<file path="src/rtl/jpeg_color_pkg.sv">
// Shared constants, pixel type and clamp helper for the JPEG colour-conversion path.
// Coefficients are scaled by 2^13; chroma is stored offset by 128.
package jpeg_color_pkg;

  localparam int FRAC_BITS_DEF = 13;

  localparam logic signed [14:0] CR_R = 15'sd11485;  // 1.402
  localparam logic signed [14:0] CB_G = 15'sd2819;   // 0.344136
  localparam logic signed [14:0] CR_G = 15'sd5850;   // 0.714136
  localparam logic signed [14:0] CB_B = 15'sd14516;  // 1.772

  localparam logic signed [23:0] ROUND_K    = 24'sd4096;
  localparam logic signed [8:0]  CHROMA_OFF = 9'sd128;

  // c0 carries Y or R, c1 carries Cb or G, c2 carries Cr or B
  typedef struct packed {
    logic [7:0] c2;
    logic [7:0] c1;
    logic [7:0] c0;
  } pix_t;

  function automatic logic [7:0] clamp_u8(input logic signed [23:0] v);
    if (v < 24'sd0) begin
      return 8'd0;
    end else if (v > 24'sd255) begin
      return 8'hFF;
    end else begin
      return v[7:0];
    end
  endfunction

endpackage

</file>
<file path="src/rtl/ycbcr2rgb.sv">
// Three-stage full-range YCbCr -> RGB converter with valid/ready back-pressure.
// Optional saturation counter enabled by defining YCBCR2RGB_SAT_CNT_EN.
module ycbcr2rgb
  import jpeg_color_pkg::*;
#(
  parameter int FRAC_BITS = FRAC_BITS_DEF,
  parameter int CNT_W     = 16
) (
  input  logic             clk,
  input  logic             rst_n,
  input  logic             in_valid,
  output logic             in_ready,
  input  logic [23:0]      data_in,
  output logic             out_valid,
  input  logic             out_ready,
  output logic [23:0]      data_out,
  output logic [CNT_W-1:0] sat_count
);

  logic advance;

  pix_t             pix_in;
  logic signed [8:0] cb_s, cr_s;

  logic signed [23:0] y_p1_d, crr_p1_d, cbg_p1_d, crg_p1_d, cbb_p1_d;
  logic signed [23:0] y_p1_q, crr_p1_q, cbg_p1_q, crg_p1_q, cbb_p1_q;
  logic               vld_p1_q;

  logic signed [23:0] r_p2_d, g_p2_d, b_p2_d;
  logic signed [23:0] r_p2_q, g_p2_q, b_p2_q;
  logic               vld_p2_q;

  logic signed [23:0] r_sh, g_sh, b_sh;
  pix_t               rgb_p3_d;
  logic [23:0]        data_out_q;
  logic               out_valid_q;

  // The whole pipeline moves together; a held output freezes every stage.
  assign advance  = !out_valid_q || out_ready;
  assign in_ready = advance;

  assign pix_in = data_in;
  assign cb_s   = signed'({1'b0, pix_in.c1}) - CHROMA_OFF;
  assign cr_s   = signed'({1'b0, pix_in.c2}) - CHROMA_OFF;

  always_comb begin
    // stage 1: scaled luma and chroma products
    y_p1_d   = signed'({16'd0, pix_in.c0}) <<< FRAC_BITS;
    crr_p1_d = 24'(CR_R) * 24'(cr_s);
    cbg_p1_d = 24'(CB_G) * 24'(cb_s);
    crg_p1_d = 24'(CR_G) * 24'(cr_s);
    cbb_p1_d = 24'(CB_B) * 24'(cb_s);

    // stage 2: rounded channel sums
    r_p2_d = y_p1_q + crr_p1_q + ROUND_K;
    g_p2_d = y_p1_q - cbg_p1_q - crg_p1_q + ROUND_K;
    b_p2_d = y_p1_q + cbb_p1_q + ROUND_K;

    // stage 3: drop fraction, clamp to 8 bits
    r_sh = r_p2_q >>> FRAC_BITS;
    g_sh = g_p2_q >>> FRAC_BITS;
    b_sh = b_p2_q >>> FRAC_BITS;

    rgb_p3_d.c0 = clamp_u8(r_sh);
    rgb_p3_d.c1 = clamp_u8(g_sh);
    rgb_p3_d.c2 = clamp_u8(b_sh);
  end

  // Internal datapath carries no reset; the valid chain marks what is live.
  always_ff @(posedge clk) begin
    if (advance) begin
      y_p1_q   <= y_p1_d;
      crr_p1_q <= crr_p1_d;
      cbg_p1_q <= cbg_p1_d;
      crg_p1_q <= crg_p1_d;
      cbb_p1_q <= cbb_p1_d;
      r_p2_q   <= r_p2_d;
      g_p2_q   <= g_p2_d;
      b_p2_q   <= b_p2_d;
    end
  end

  always_ff @(posedge clk or negedge rst_n) begin
    if (!rst_n) begin
      vld_p1_q    <= 1'b0;
      vld_p2_q    <= 1'b0;
      out_valid_q <= 1'b0;
      data_out_q  <= '0;
    end else if (advance) begin
      vld_p1_q    <= in_valid;
      vld_p2_q    <= vld_p1_q;
      out_valid_q <= vld_p2_q;
      data_out_q  <= rgb_p3_d;
    end
  end

  assign out_valid = out_valid_q;
  assign data_out  = data_out_q;

`ifdef YCBCR2RGB_SAT_CNT_EN
  function automatic logic clamped(input logic signed [23:0] v);
    return (v < 24'sd0) || (v > 24'sd255);
  endfunction

  logic             sat_p3;
  logic [CNT_W-1:0] sat_cnt_d, sat_cnt_q;

  assign sat_p3 = clamped(r_sh) || clamped(g_sh) || clamped(b_sh);

  // Counted as a valid pixel enters the output register; sticks at all-ones.
  always_comb begin
    sat_cnt_d = sat_cnt_q;
    if (advance && vld_p2_q && sat_p3 && !(&sat_cnt_q)) begin
      sat_cnt_d = sat_cnt_q + CNT_W'(1);
    end
  end

  always_ff @(posedge clk or negedge rst_n) begin
    if (!rst_n) begin
      sat_cnt_q <= '0;
    end else begin
      sat_cnt_q <= sat_cnt_d;
    end
  end

  assign sat_count = sat_cnt_q;
`else
  assign sat_count = '0;
`endif

endmodule
</file>
<file path="config.mk">
export PLATFORM = sky130hd
export DESIGN_NAME = ycbcr2rgb
export DESIGN_NICKNAME = d
export VERILOG_FILES = /design/src/rtl/jpeg_color_pkg.sv /design/src/rtl/ycbcr2rgb.sv
export SDC_FILE = /design/constraint.sdc
export NUM_CORES = 1
export LEC_CHECK = 0
export ABC_AREA = 1
export ABC_CLOCK_PERIOD_IN_PS = 3200
export CAP_MARGIN = 25
export CORE_AREA = 2 2 168 170
export DETAILED_ROUTE_END_ITERATION = 10
export DIE_AREA = 0 0 170 172
export GPL_ROUTABILITY_DRIVEN = 0
export GPL_TIMING_DRIVEN = 0
export PLACE_DENSITY = 0.75
export SKIP_CTS_REPAIR_TIMING = 1
export SYNTH_ARGS = -nofsm -noshare
export SYNTH_HDL_FRONTEND = slang
export SYNTH_SLANG_ARGS = --single-unit
</file>
<file path="constraint.sdc">
create_clock -name clk -period 3.2 [get_ports clk]
set_input_delay 0.48 -clock clk [delete_from_list [all_inputs] [get_ports clk]]
set_output_delay 0.48 -clock clk [all_outputs]
set_load 0.01 [all_outputs]
</file>
# After elaboration in Yosys (flattened, before gate mapping)
# Cells that the tools add are included.
dict set report op_classes {
  add_sub_neg 9
  multipliers 4
  n_div 0
  magnitude_cmp 6
  n_eq_ne 0
  shift 0
  muxes 6
  bitwise_logic 0
  reduce_logical 2
}
# operator n
set ops {}
lappend ops {{adder 24 x 14 -> 24 bit (second input constant)} 3}
lappend ops {{multiplier 13 x 9 -> 22 bit (first input constant)} 3}
lappend ops {{adder 22 x 24 -> 24 bit} 2}
lappend ops {{2-to-1 mux 8 bit} 6}
lappend ops {{greater-than comparator 11 x 9 -> 1 bit (second input constant)} 3}
lappend ops {{< comparator 11 x 1 -> 1 bit (second input constant)} 3}
lappend ops {{multiplier 15 x 9 -> 24 bit (first input constant)} 1}
lappend ops {{subtractor 22 x 24 -> 24 bit} 1}
lappend ops {{subtractor 24 bit} 1}
lappend ops {{subtractor 8 x 8 -> 9 bit (second input constant)} 2}
lappend ops {{logical NOT 1 bit} 1}
lappend ops {{logical OR 1 bit} 1}
dict set report word_totals {
  regBits 200
  latch_bits 0
  ram_bits 0
  mem_bits_ro 0
  in_bits 28
  output_inout_bits 42
  elab_cells 39
  n_memories 0
}

# Longest topological paths before layout
# Gate-level depths: netlist of run 1.
dict set report depth {
  depth_word 3
  mapped_depth 21
  mapped_depth_nobuf 20
}

# Worst setup path after synthesis of run 1
# OpenSTA, ideal clock, no wires.
dict set report synth_timing {
  kind {input -> register}
  from {in data_in[23]}
  to {reg crr_p1_q[22] (data pin)}
  setup_time_ps 254
  arrival_ps 4005
  required_ps 2946
  setup_slack_ps -1059
  cell_stages 18
  path_buffers 1
  path_cell_list {clkbuf_1 inv_1 ha_1 xnor2_1 xor2_1 inv_1 fa_1 fa_1 ha_1 ha_1 nand2_1 o21a_1 nand2_1 nand2_1 nand2_1 nand2_1 nand3_1 nand2_1}
}
dict set report synth_via {
  elab_chain_cells 2
}
# item line
set synth_rtl {}
lappend synth_rtl {{start, declared} ycbcr2rgb.sv:13} ;# input logic [23:0] data_in,
lappend synth_rtl {{subtractor 8 x 8 -> 9 bit} ycbcr2rgb.sv:44} ;# assign cr_s = signed'({1'b0, pix_in.c2}) - CHROMA_OFF;
lappend synth_rtl {{multiplier 15 x 9 -> 24 bit} ycbcr2rgb.sv:49} ;# crr_p1_d = 24'(CR_R) * 24'(cr_s);
lappend synth_rtl {{named net crr_p1_d[22]} ycbcr2rgb.sv:25} ;# logic signed [23:0] y_p1_d, crr_p1_d, cbg_p1_d, crg_p1_d, cbb_p1_d;
lappend synth_rtl {{end signal, assigned} ycbcr2rgb.sv:73} ;# crr_p1_q <= crr_p1_d;
lappend synth_rtl {{end, declared} ycbcr2rgb.sv:26} ;# logic signed [23:0] y_p1_q, crr_p1_q, cbg_p1_q, crg_p1_q, cbb_p1_q;
# The timed path passes the listed nets, and every way through them passes these cells.
# A chain may end at the register's enable or synchronous reset.

# Worst setup path after layout of run 1
dict set report layout_timing {
  from {in data_in[16]}
  to {reg crg_p1_q[21] (data pin)}
}
dict set report layout_via {
  elab_chain_cells 2
}
# item line
set layout_rtl {}
lappend layout_rtl {{subtractor 8 x 8 -> 9 bit} ycbcr2rgb.sv:44}
lappend layout_rtl {{multiplier 13 x 9 -> 22 bit} ycbcr2rgb.sv:51} ;# crg_p1_d = 24'(CR_G) * 24'(cr_s);
lappend layout_rtl {{named net crg_p1_d[21]} ycbcr2rgb.sv:25}
lappend layout_rtl {{end signal, assigned} ycbcr2rgb.sv:75} ;# crg_p1_q <= crg_p1_d;
lappend layout_rtl {{end, declared} ycbcr2rgb.sv:26}
# The timed path passes the listed nets, and every way through them passes these cells.

==> results.sh, run 1 <==
export IMPL_cell_type_with_the_largest_total_area_after_synthesis="sky130_fd_sc_hd__ha_1"
export IMPL_routed_via_count=11700
export IMPL_ys_dominant_reg_cell="sky130_fd_sc_hd__edfxtp_1"
export IMPL_placement_setup_worst_slack_ns=-2.33
export IMPL_worst_ir_drop_vdd_mv=0.596
export IMPL_final_hold_violation_count=0
export IMPL_postSynthCellCount=1683
export IMPL_cts_root_buf="sky130_fd_sc_hd__clkbuf_16"
export IMPL_area_growth_pct=26.9
export IMPL_tritoncts_clock_tree="done"
export IMPL_switching_power_w=0.00849
export IMPL_final_critical_path_setup_slack_ns=-0.708
export IMPL_viasPerCell=5.32
export IMPL_worstReg2RegStart="y_p1_q[16]$_DFFE_PP_"
export IMPL_async_flop_share=0.199
export IMPL_antenna_found_initial=0
export IMPL_clock_skew_final_ns=0.0127
export IMPL_place_detailed_hpwl_mm=26.9
export IMPL_power_sequential_fraction=0.193
export IMPL_initial_core_util=0.539
export IMPL_fmaxAchievable_ghz=0.256
export IMPL_criticalPathCategory="input port to flop"
export IMPL_synth_area_leaders="sky130_fd_sc_hd__ha_1 23%, sky130_fd_sc_hd__edfxtp_1 22%, sky130_fd_sc_hd__fa_1 14%"
export IMPL_worst_path_max_fanout=6
export IMPL_worst_slew_margin_rel=0.553
export IMPL_internal_w=0.00974
export IMPL_critical_path_startpoint_type="input port"
export IMPL_port_buffers=53
export IMPL_report_power_total_w=0.0182
export IMPL_powerDensity_nw_per_um2=970
export IMPL_detail_route_antenna_nets=0
export IMPL_route_detailed_drc=0
export IMPL_clkLatencyLatePin_ns=0.42
export IMPL_p_sw_frac=0.466
export IMPL_violation_count_after_the_first_detailed_routing_iteration=776
export IMPL_p_leak_nw=9.33
export IMPL_worst_endpoint_arrival_ns=4.08
export IMPL_synthDistinctLibCells=43
export IMPL_synth_area_um2=14800
export IMPL_row_count=61
export IMPL_clock_power_share=0.119
export IMPL_post_route_cells_drive_above_1_share=0.226
export IMPL_synth_yosys_warnings=0
export IMPL_yosys_area_top_type_share=0.234
export IMPL_die_h_um=172
export IMPL_stdcell_count=2193
export IMPL_drtPass1Iterations=5
export IMPL_cts_made_buffers=17
export IMPL_nets_final=2241
export IMPL_tightest_slew_ns=0.666
export IMPL_clock_transition_at_path_regs_ns=0.07
export IMPL_timing_final_max_slew_violations=0
export IMPL_tritoncts_num_sinks=136
export IMPL_grt_start_max_net_pins=46
export IMPL_final_min_period_over_clock_period=1.22
export IMPL_finish_instance_area_um2=18800
export IMPL_first_pass_grt_wire_length_mm=54.1
export IMPL_comb_power_share=0.688
export IMPL_antenna_diode_count=0
export IMPL_placedInstanceArea_um2=16800
export IMPL_fin_crit_ns=3.91
export IMPL_max_root_sink_buffers=2
export IMPL_failing_checks="setup timing"
export IMPL_fp_dieArea_um2=29200
export IMPL_final_cell_mix="301 x sky130_fd_sc_hd__inv_1, 295 x sky130_fd_sc_hd__nand2_1, 204 x sky130_fd_sc_hd__ha_1"
export IMPL_global_route_usage_total=0.234
export IMPL_top_level_ports=70
export IMPL_crit_required_ns=3.37
export IMPL_synth_edf_count=109
export IMPL_cts_htree_levels=4
export IMPL_mostFrequentLayoutCell="sky130_fd_sc_hd__inv_1"
export IMPL_route_final_wire_length_mm=35.5
export IMPL_die_width_um=170
export IMPL_rsz0062_at_grt="true"
export IMPL_run_status="finished with violations"
export IMPL_timing_final_setup_violations=46
export IMPL_place_inst=2100
export IMPL_route_detailed_wl_per_inst_um=16.2
export IMPL_seq_area_frac_synth=0.267
export IMPL_design_core_area_um2=27500
export IMPL_end_kind="flop"
export IMPL_setup_worst_path_start="data_in[16]"
export IMPL_drv_max_cap_violation_count=0
export IMPL_hold_path_class="input port to async pin"
export IMPL_first_global_vias=11100
export IMPL_ys_seq_elements=136
export IMPL_synth_avg_cell_area_um2=8.80
export IMPL_grt_remaining_overflow=0
-- cells by family (layout without fill, tap and decap cells) --
family                     Yosys count  in the layout  synth area share
other                                1             16          0.000253
AOI/OAI and AO/OA                  172            172            0.0662
xor gates and xnor gates            63             63            0.0373
adders and majority gates          379            379             0.372
buffers and inverters              362            511            0.0960
and+or+nand+nor                    570            570             0.162
DFF                                136            136             0.267
-- registers in the layout, summed over array words and instances, names as in the netlist, 8 cells and up --
register and count:
r_p2_q 11, crr_p1_q 16, cbb_p1_q 12, data_out 24, y_p1_q 8, b_p2_q 11, g_p2_q 11, crg_p1_q 18
cbg_p1_q 22
-- power by group through the flow --
stage	Sequential [W]	Combinational (W)	Clock, W
after global routing	0.00359	0.0139	0.00226
final	0.00352	0.0126	0.00216
after global placement	0.00355	0.0103	0
after floorplan	0.00353	0.00799	0
after CTS	0.00353	0.0108	0.00218
after detailed placement	0.00355	0.0106	0
-- final timing paths --
check                                                 to  depth (start not counted)  slack [ns]
max in group asynchronous        data_out[8]$_DFFE_PN0P_                          2        2.44
worst min-delay path            data_out[23]$_DFFE_PN0P_                          1        0.33
worst max register to register      g_p2_q[19]$_DFFE_PP_                          7        0.52
min in group clk                   crr_p1_q[1]$_DFFE_PP_                          1        0.34
worst max-delay path              crg_p1_q[21]$_DFFE_PP_                         17       -0.71
worst min register to register     out_valid$_DFFE_PN0P_                          2        0.47
-- critical path: stages --
cell and delay (ns):
sky130_fd_sc_hd__buf_12 0.12, sky130_fd_sc_hd__ha_4 0.29, sky130_fd_sc_hd__fa_2 0.46, sky130_fd_sc_hd__fa_1 0.57, sky130_fd_sc_hd__inv_2 0.05, sky130_fd_sc_hd__fa_1 0.49
sky130_fd_sc_hd__fa_1 0.52, sky130_fd_sc_hd__inv_2 0.05, sky130_fd_sc_hd__ha_4 0.27, sky130_fd_sc_hd__buf_4 0.13, sky130_fd_sc_hd__nand2_2 0.06, sky130_fd_sc_hd__nor2_2 0.13
sky130_fd_sc_hd__nand3_1 0.10, sky130_fd_sc_hd__nand3_2 0.14, sky130_fd_sc_hd__nand2_2 0.08, sky130_fd_sc_hd__nand4_1 0.08, sky130_fd_sc_hd__nand2_1 0.05
-- area by class of cell --
cell class | instances | area [um2]
fillers | 1908 | 8680
clock inverters | 15 | 215
plain buffers | 23 | 170
flip-flops and latches | 136 | 3950
repair inverters | 1 | 5.00
multi-input cells | 1200 | 11100
clock buffers | 17 | 425
repair buffers | 116 | 1170
inverters | 339 | 1310
well taps | 346 | 433
-- per-stage QoR --
step	util	setup TNS [ns]	hold WS (ns)
6_report	0.684	-19.48	0.330
2_1_floorplan	-	-25.73	0.184
3_3_place_gp	0.608	-198.11	0.429
3_5_place_dp	0.611	-103.34	0.455
5_1_grt	0.684	-24.31	0.327
4_1_cts	0.634	-79.37	0.323
-- routing by layer --
layer	up-vias	global-route usage	share of wire
met5	-	0	0
met4	0	0.0621	0.025
met3	77	0.0318	0.048
li1	5720	-	-
met1	5524	0.320	0.44
met2	346	0.392	0.49
-- Yosys cell counts (2+ instances only) --
cell and number:
sky130_fd_sc_hd__nand2_1 346, sky130_fd_sc_hd__inv_1 335, sky130_fd_sc_hd__ha_1 277, sky130_fd_sc_hd__edfxtp_1 109, sky130_fd_sc_hd__fa_1 102, sky130_fd_sc_hd__nor2_1 94, sky130_fd_sc_hd__a21oi_1 73, sky130_fd_sc_hd__nand3_1 67
sky130_fd_sc_hd__xor2_1 48, sky130_fd_sc_hd__o21ai_0 47, sky130_fd_sc_hd__dfrtp_1 27, sky130_fd_sc_hd__nand4_1 17, sky130_fd_sc_hd__buf_4 16, sky130_fd_sc_hd__xnor2_1 15, sky130_fd_sc_hd__nor3_1 14, sky130_fd_sc_hd__o21bai_1 13
sky130_fd_sc_hd__a21o_1 12, sky130_fd_sc_hd__nand2_2 7, sky130_fd_sc_hd__or2_2 7, sky130_fd_sc_hd__a31oi_1 6, sky130_fd_sc_hd__a21boi_0 5, sky130_fd_sc_hd__clkbuf_1 5, sky130_fd_sc_hd__o21a_1 5, sky130_fd_sc_hd__nand3_2 4
sky130_fd_sc_hd__nor2_2 4, sky130_fd_sc_hd__inv_2 3, sky130_fd_sc_hd__nor3_2 3, sky130_fd_sc_hd__nor4_1 3, sky130_fd_sc_hd__o21ai_1 3, sky130_fd_sc_hd__buf_2 2, sky130_fd_sc_hd__o211ai_1 2
No activity file was read; power rests on OpenSTA's default activity.
==> inputs of run 2 (changes only) <==
- ABC_AREA: 1 -> default
- CELL_PAD_IN_SITES_DETAIL_PLACEMENT: default -> 1
- CELL_PAD_IN_SITES_GLOBAL_PLACEMENT: default -> 2
- CORE_AREA: 2 2 168 170 -> 2 2 191 193
- DIE_AREA: 0 0 170 172 -> 0 0 193 195
- PLACE_DENSITY: 0.75 -> default
- PLACE_DENSITY_LB_ADDON: default -> 0.1
==> run 2 against run 1 <==
The run still ends with setup timing left. Clock skew grew 0.0031 ns. Synthesized area shrank 10%. Largest power group unchanged. Critical path type unchanged. First-iteration DRC count shrank 64%. Combinational power shrank 28%. Largest cell class unchanged. Power shrank 20%. Register-to-register slack lost 0.42 ns. Final cell count shrank 15%. Flip-flop and latch count is the same.
==> results.sh, run 2 <==
export IMPL_run_status="finished with violations"
export IMPL_failing_checks="setup timing"
export IMPL_timing_final_setup_violations=48
export IMPL_critical_path_max_stage_delay_ns=0.53
export IMPL_synth_yosys_warnings=0
export IMPL_first_pass_grt_wire_length_mm=47.3
export IMPL_worst_path_max_fanout=5
export IMPL_internal_w=0.00858
export IMPL_synth_cells_most_frequent="277 x sky130_fd_sc_hd__ha_1, 246 x sky130_fd_sc_hd__inv_1, 109 x sky130_fd_sc_hd__edfxtp_1, 102 x sky130_fd_sc_hd__fa_1, 72 x sky130_fd_sc_hd__a21oi_1"
export IMPL_synth_edf_count=109
export IMPL_slowest_stage="sky130_fd_sc_hd__fa_1"
export IMPL_layout_filler_cells=3808
export IMPL_end_kind="flop"
export IMPL_clkLatencyLatePin_ns=0.43
export IMPL_worst_ir_drop_vdd_mv=0.486
export IMPL_tightest_slew_ns=0.566
export IMPL_ys_seq_elements=136
export IMPL_post_route_cells_drive_above_1_share=0.217
export IMPL_antenna_diode_count=0
export IMPL_critPathBufInv=3
export IMPL_cell_type_with_the_largest_total_area_after_synthesis="sky130_fd_sc_hd__ha_1"
export IMPL_clock_power_share=0.131
export IMPL_synth_area_um2=13300
export IMPL_synthDistinctLibCells=60
export IMPL_fp_dieArea_um2=37600
export IMPL_antenna_found_initial=0
export IMPL_async_flop_share=0.199
export IMPL_fmaxAchievable_ghz=0.214
export IMPL_finish_instance_area_um2=16900
export IMPL_postSynthCellCount=1233
export IMPL_placedInstanceArea_um2=15000
export IMPL_final_critical_path_setup_slack_ns=-1.48
export IMPL_top_level_ports=70
export IMPL_worst_hold_path_num_cells=1
export IMPL_largest_reg_flops=24
export IMPL_comb_power_share=0.629
export IMPL_timing_final_max_slew_violations=0
export IMPL_detail_route_antenna_nets=0
export IMPL_cp_top_family="adder cells"
export IMPL_p_sw_frac=0.408
export IMPL_critical_path_startpoint_type="input port"
export IMPL_seq_area_frac_synth=0.296
export IMPL_yosys_area_top_type_share=0.260
export IMPL_die_h_um=195
export IMPL_p_leak_nw=7.95
export IMPL_synth_avg_cell_area_um2=10.8
export IMPL_placement_setup_worst_slack_ns=-3.13
export IMPL_crit_required_ns=3.38
export IMPL_cts_htree_levels=4
export IMPL_clock_skew_final_ns=0.0157
export IMPL_final_cell_mix="229 x sky130_fd_sc_hd__inv_1, 229 x sky130_fd_sc_hd__ha_1, 109 x sky130_fd_sc_hd__edfxtp_1"
export IMPL_area_growth_pct=26.6
export IMPL_grt_start_max_net_pins=120
export IMPL_most_prevalent_standard_cell_on_the_critical_path="sky130_fd_sc_hd__fa_1"
export IMPL_routed_via_count=8805
export IMPL_viasPerCell=4.71
export IMPL_drtPass1Iterations=4
export IMPL_route_detailed_drc=0
export IMPL_initial_core_util=0.376
export IMPL_powerDensity_nw_per_um2=859
export IMPL_worstReg2RegStart="y_p1_q[14]$_DFFE_PP_"
export IMPL_max_root_sink_buffers=2
export IMPL_global_route_usage_total=0.161
export IMPL_power_sequential_fraction=0.240
export IMPL_first_global_vias=9212
export IMPL_final_min_period_over_clock_period=1.46
export IMPL_hold_path_class="input port to flop"
export IMPL_worst_endpoint_arrival_ns=4.86
export IMPL_tritoncts_clock_tree="done"
export IMPL_yosysMostFrequentCell="sky130_fd_sc_hd__ha_1"
export IMPL_switching_power_w=0.00592
export IMPL_row_count=69
export IMPL_rr_endpoint="g_p2_q[20]$_DFFE_PP_"
export IMPL_cts_root_buf="sky130_fd_sc_hd__clkbuf_16"
export IMPL_timing_hold_worst_endpoint="crr_p1_q[1]$_DFFE_PP_"
export IMPL_synth_area_leaders="sky130_fd_sc_hd__ha_1 26%, sky130_fd_sc_hd__edfxtp_1 25%, sky130_fd_sc_hd__fa_1 15%"
export IMPL_route_final_wire_length_mm=29.5
export IMPL_nets_final=1804
export IMPL_setup_slack_on_the_worst_flop_to_flop_path_ns=0.10
export IMPL_hp_start="data_in[17]"
export IMPL_design_core_area_um2=35400
export IMPL_fin_crit_ns=4.68
export IMPL_tritoncts_num_sinks=136
export IMPL_ys_dominant_reg_cell="sky130_fd_sc_hd__edfxtp_1"
export IMPL_clock_transition_at_path_regs_ns=0.06
export IMPL_cts_made_buffers=17
export IMPL_worstPathCellList="buf_12 > fa_2 > fa_1 > fa_1 > fa_1 > inv_1 > fa_1 > inv_2 > ha_4 > a2111oi_4 > o21ai_4 > a2111oi_4 > o21bai_2 > and2_4 > o21a_1 > nor2_2 > xnor2_1"
export IMPL_violation_count_after_the_first_detailed_routing_iteration=279
export IMPL_drv_max_cap_violation_count=0
export IMPL_die_width_um=193
export IMPL_route_detailed_wl_per_inst_um=15.8
export IMPL_rsz0062_at_grt="true"
export IMPL_port_buffers=53
export IMPL_criticalPathCategory="input port to flop"
export IMPL_grt_remaining_overflow=0
export IMPL_fin_worst_hold_slack_ns=0.303
export IMPL_worst_slew_margin_rel=0.623
export IMPL_final_hold_violation_count=0
export IMPL_worstRegToRegCells=8
export IMPL_place_detailed_hpwl_mm=23.5
==> run 2: cell count changes after synthesis, moves of 7 or more <==
| cell | change |
|---|---|
| sky130_fd_sc_hd__clkbuf_1 | +7 |
| sky130_fd_sc_hd__inv_1 | -89 |
| sky130_fd_sc_hd__nand2_1 | -313 |
| sky130_fd_sc_hd__nand2_2 | -7 |
| sky130_fd_sc_hd__nand3_1 | -57 |
| sky130_fd_sc_hd__nand4_1 | -13 |
| sky130_fd_sc_hd__nor2_1 | -31 |
| sky130_fd_sc_hd__nor2b_1 | +8 |
| sky130_fd_sc_hd__o21ai_0 | -19 |
| sky130_fd_sc_hd__o21bai_1 | +17 |
| sky130_fd_sc_hd__xnor2_1 | +34 |
| sky130_fd_sc_hd__xor2_1 | -24 |
==> run 2: cell type report <==
type	instances	area (um2)	area share
Sequential cell	136	3950	0.234
Multi-Input combinational cell	838	9350	0.554
Inverter	246	937	0.0556
Tap cell	461	577	0.0342
Buffer	28	185	0.0110
Timing Repair Buffer	130	1300	0.0771
Clock inverter	14	138	0.00816
Clock buffer	18	429	0.0254
==> run 2: power by group through the flow <==
stage / Clock (W) / Combinational, W / Sequential (W)
floorplan: 0 / 0.00580 / 0.00349
global placement: 0 / 0.00776 / 0.00353
detailed placement: 0 / 0.00792 / 0.00354
CTS: 0.00196 / 0.00801 / 0.00350
global route: 0.00203 / 0.0103 / 0.00357
finish: 0.00189 / 0.00912 / 0.00348
==> run 2: how the worst max path moves through the flow <==
stage,cells past startpoint,end,from,slack (ns)
after floorplan,16,crr_p1_q[22]$_DFFE_PP_,data_in[19],-1.64
after global placement,18,crr_p1_q[22]$_DFFE_PP_,data_in[23],-3.15
after detailed placement,18,crr_p1_q[22]$_DFFE_PP_,data_in[23],-3.13
after CTS,18,crr_p1_q[22]$_DFFE_PP_,data_in[23],-2.69
after global routing,17,crr_p1_q[17]$_DFFE_PP_,data_in[20],-1.66
final,17,crr_p1_q[17]$_DFFE_PP_,data_in[20],-1.48
==> run 2: kinds of logic (layout without fill, tap and decap cells) <==
logic type / Yosys count / count (layout) / synth area share
adders and majority gates: 379 / 379 / 0.414
buffers and inverters: 274 / 436 / 0.0817
AOI/OAI and AO/OA: 202 / 202 / 0.0987
and+or+nand+nor: 165 / 165 / 0.0588
DFF: 136 / 136 / 0.296
xor gates and xnor gates: 73 / 73 / 0.0480
muxes: 3 / 3 / 0.00244
other: 1 / 16 / 0.000282
==> run 2: per-layer routing <==
metal	part of all wire	track usage	vias up
met5	0	0	-
met4	0.014	0.0415	0
met3	0.020	0.0244	21
met2	0.49	0.271	68
met1	0.48	0.216	4278
li1	-	-	4438
==> run 2: worst register-to-register path, stage by stage (launching register included) <==
cell                       delay (ns)
sky130_fd_sc_hd__edfxtp_1        0.50
sky130_fd_sc_hd__fa_1            0.59
sky130_fd_sc_hd__ha_2            0.31
sky130_fd_sc_hd__a21o_1          0.18
sky130_fd_sc_hd__a21o_1          0.20
sky130_fd_sc_hd__a221o_1         0.40
sky130_fd_sc_hd__a41o_1          0.31
sky130_fd_sc_hd__or2_1           0.23
sky130_fd_sc_hd__xor2_1          0.14
==> run 2: metrics by stage <==
stage	std cells	util	setup TNS [ns]	total power, W
6_report	1871	0.476	-37.75	0.0145
5_1_grt	1871	0.476	-43.10	0.0159
4_1_cts	1796	0.441	-98.46	0.0135
3_5_place_dp	1764	0.425	-123.31	0.0115
3_3_place_gp	1762	0.423	-206.62	0.0113
2_1_floorplan	1248	-	-42.01	0.00929
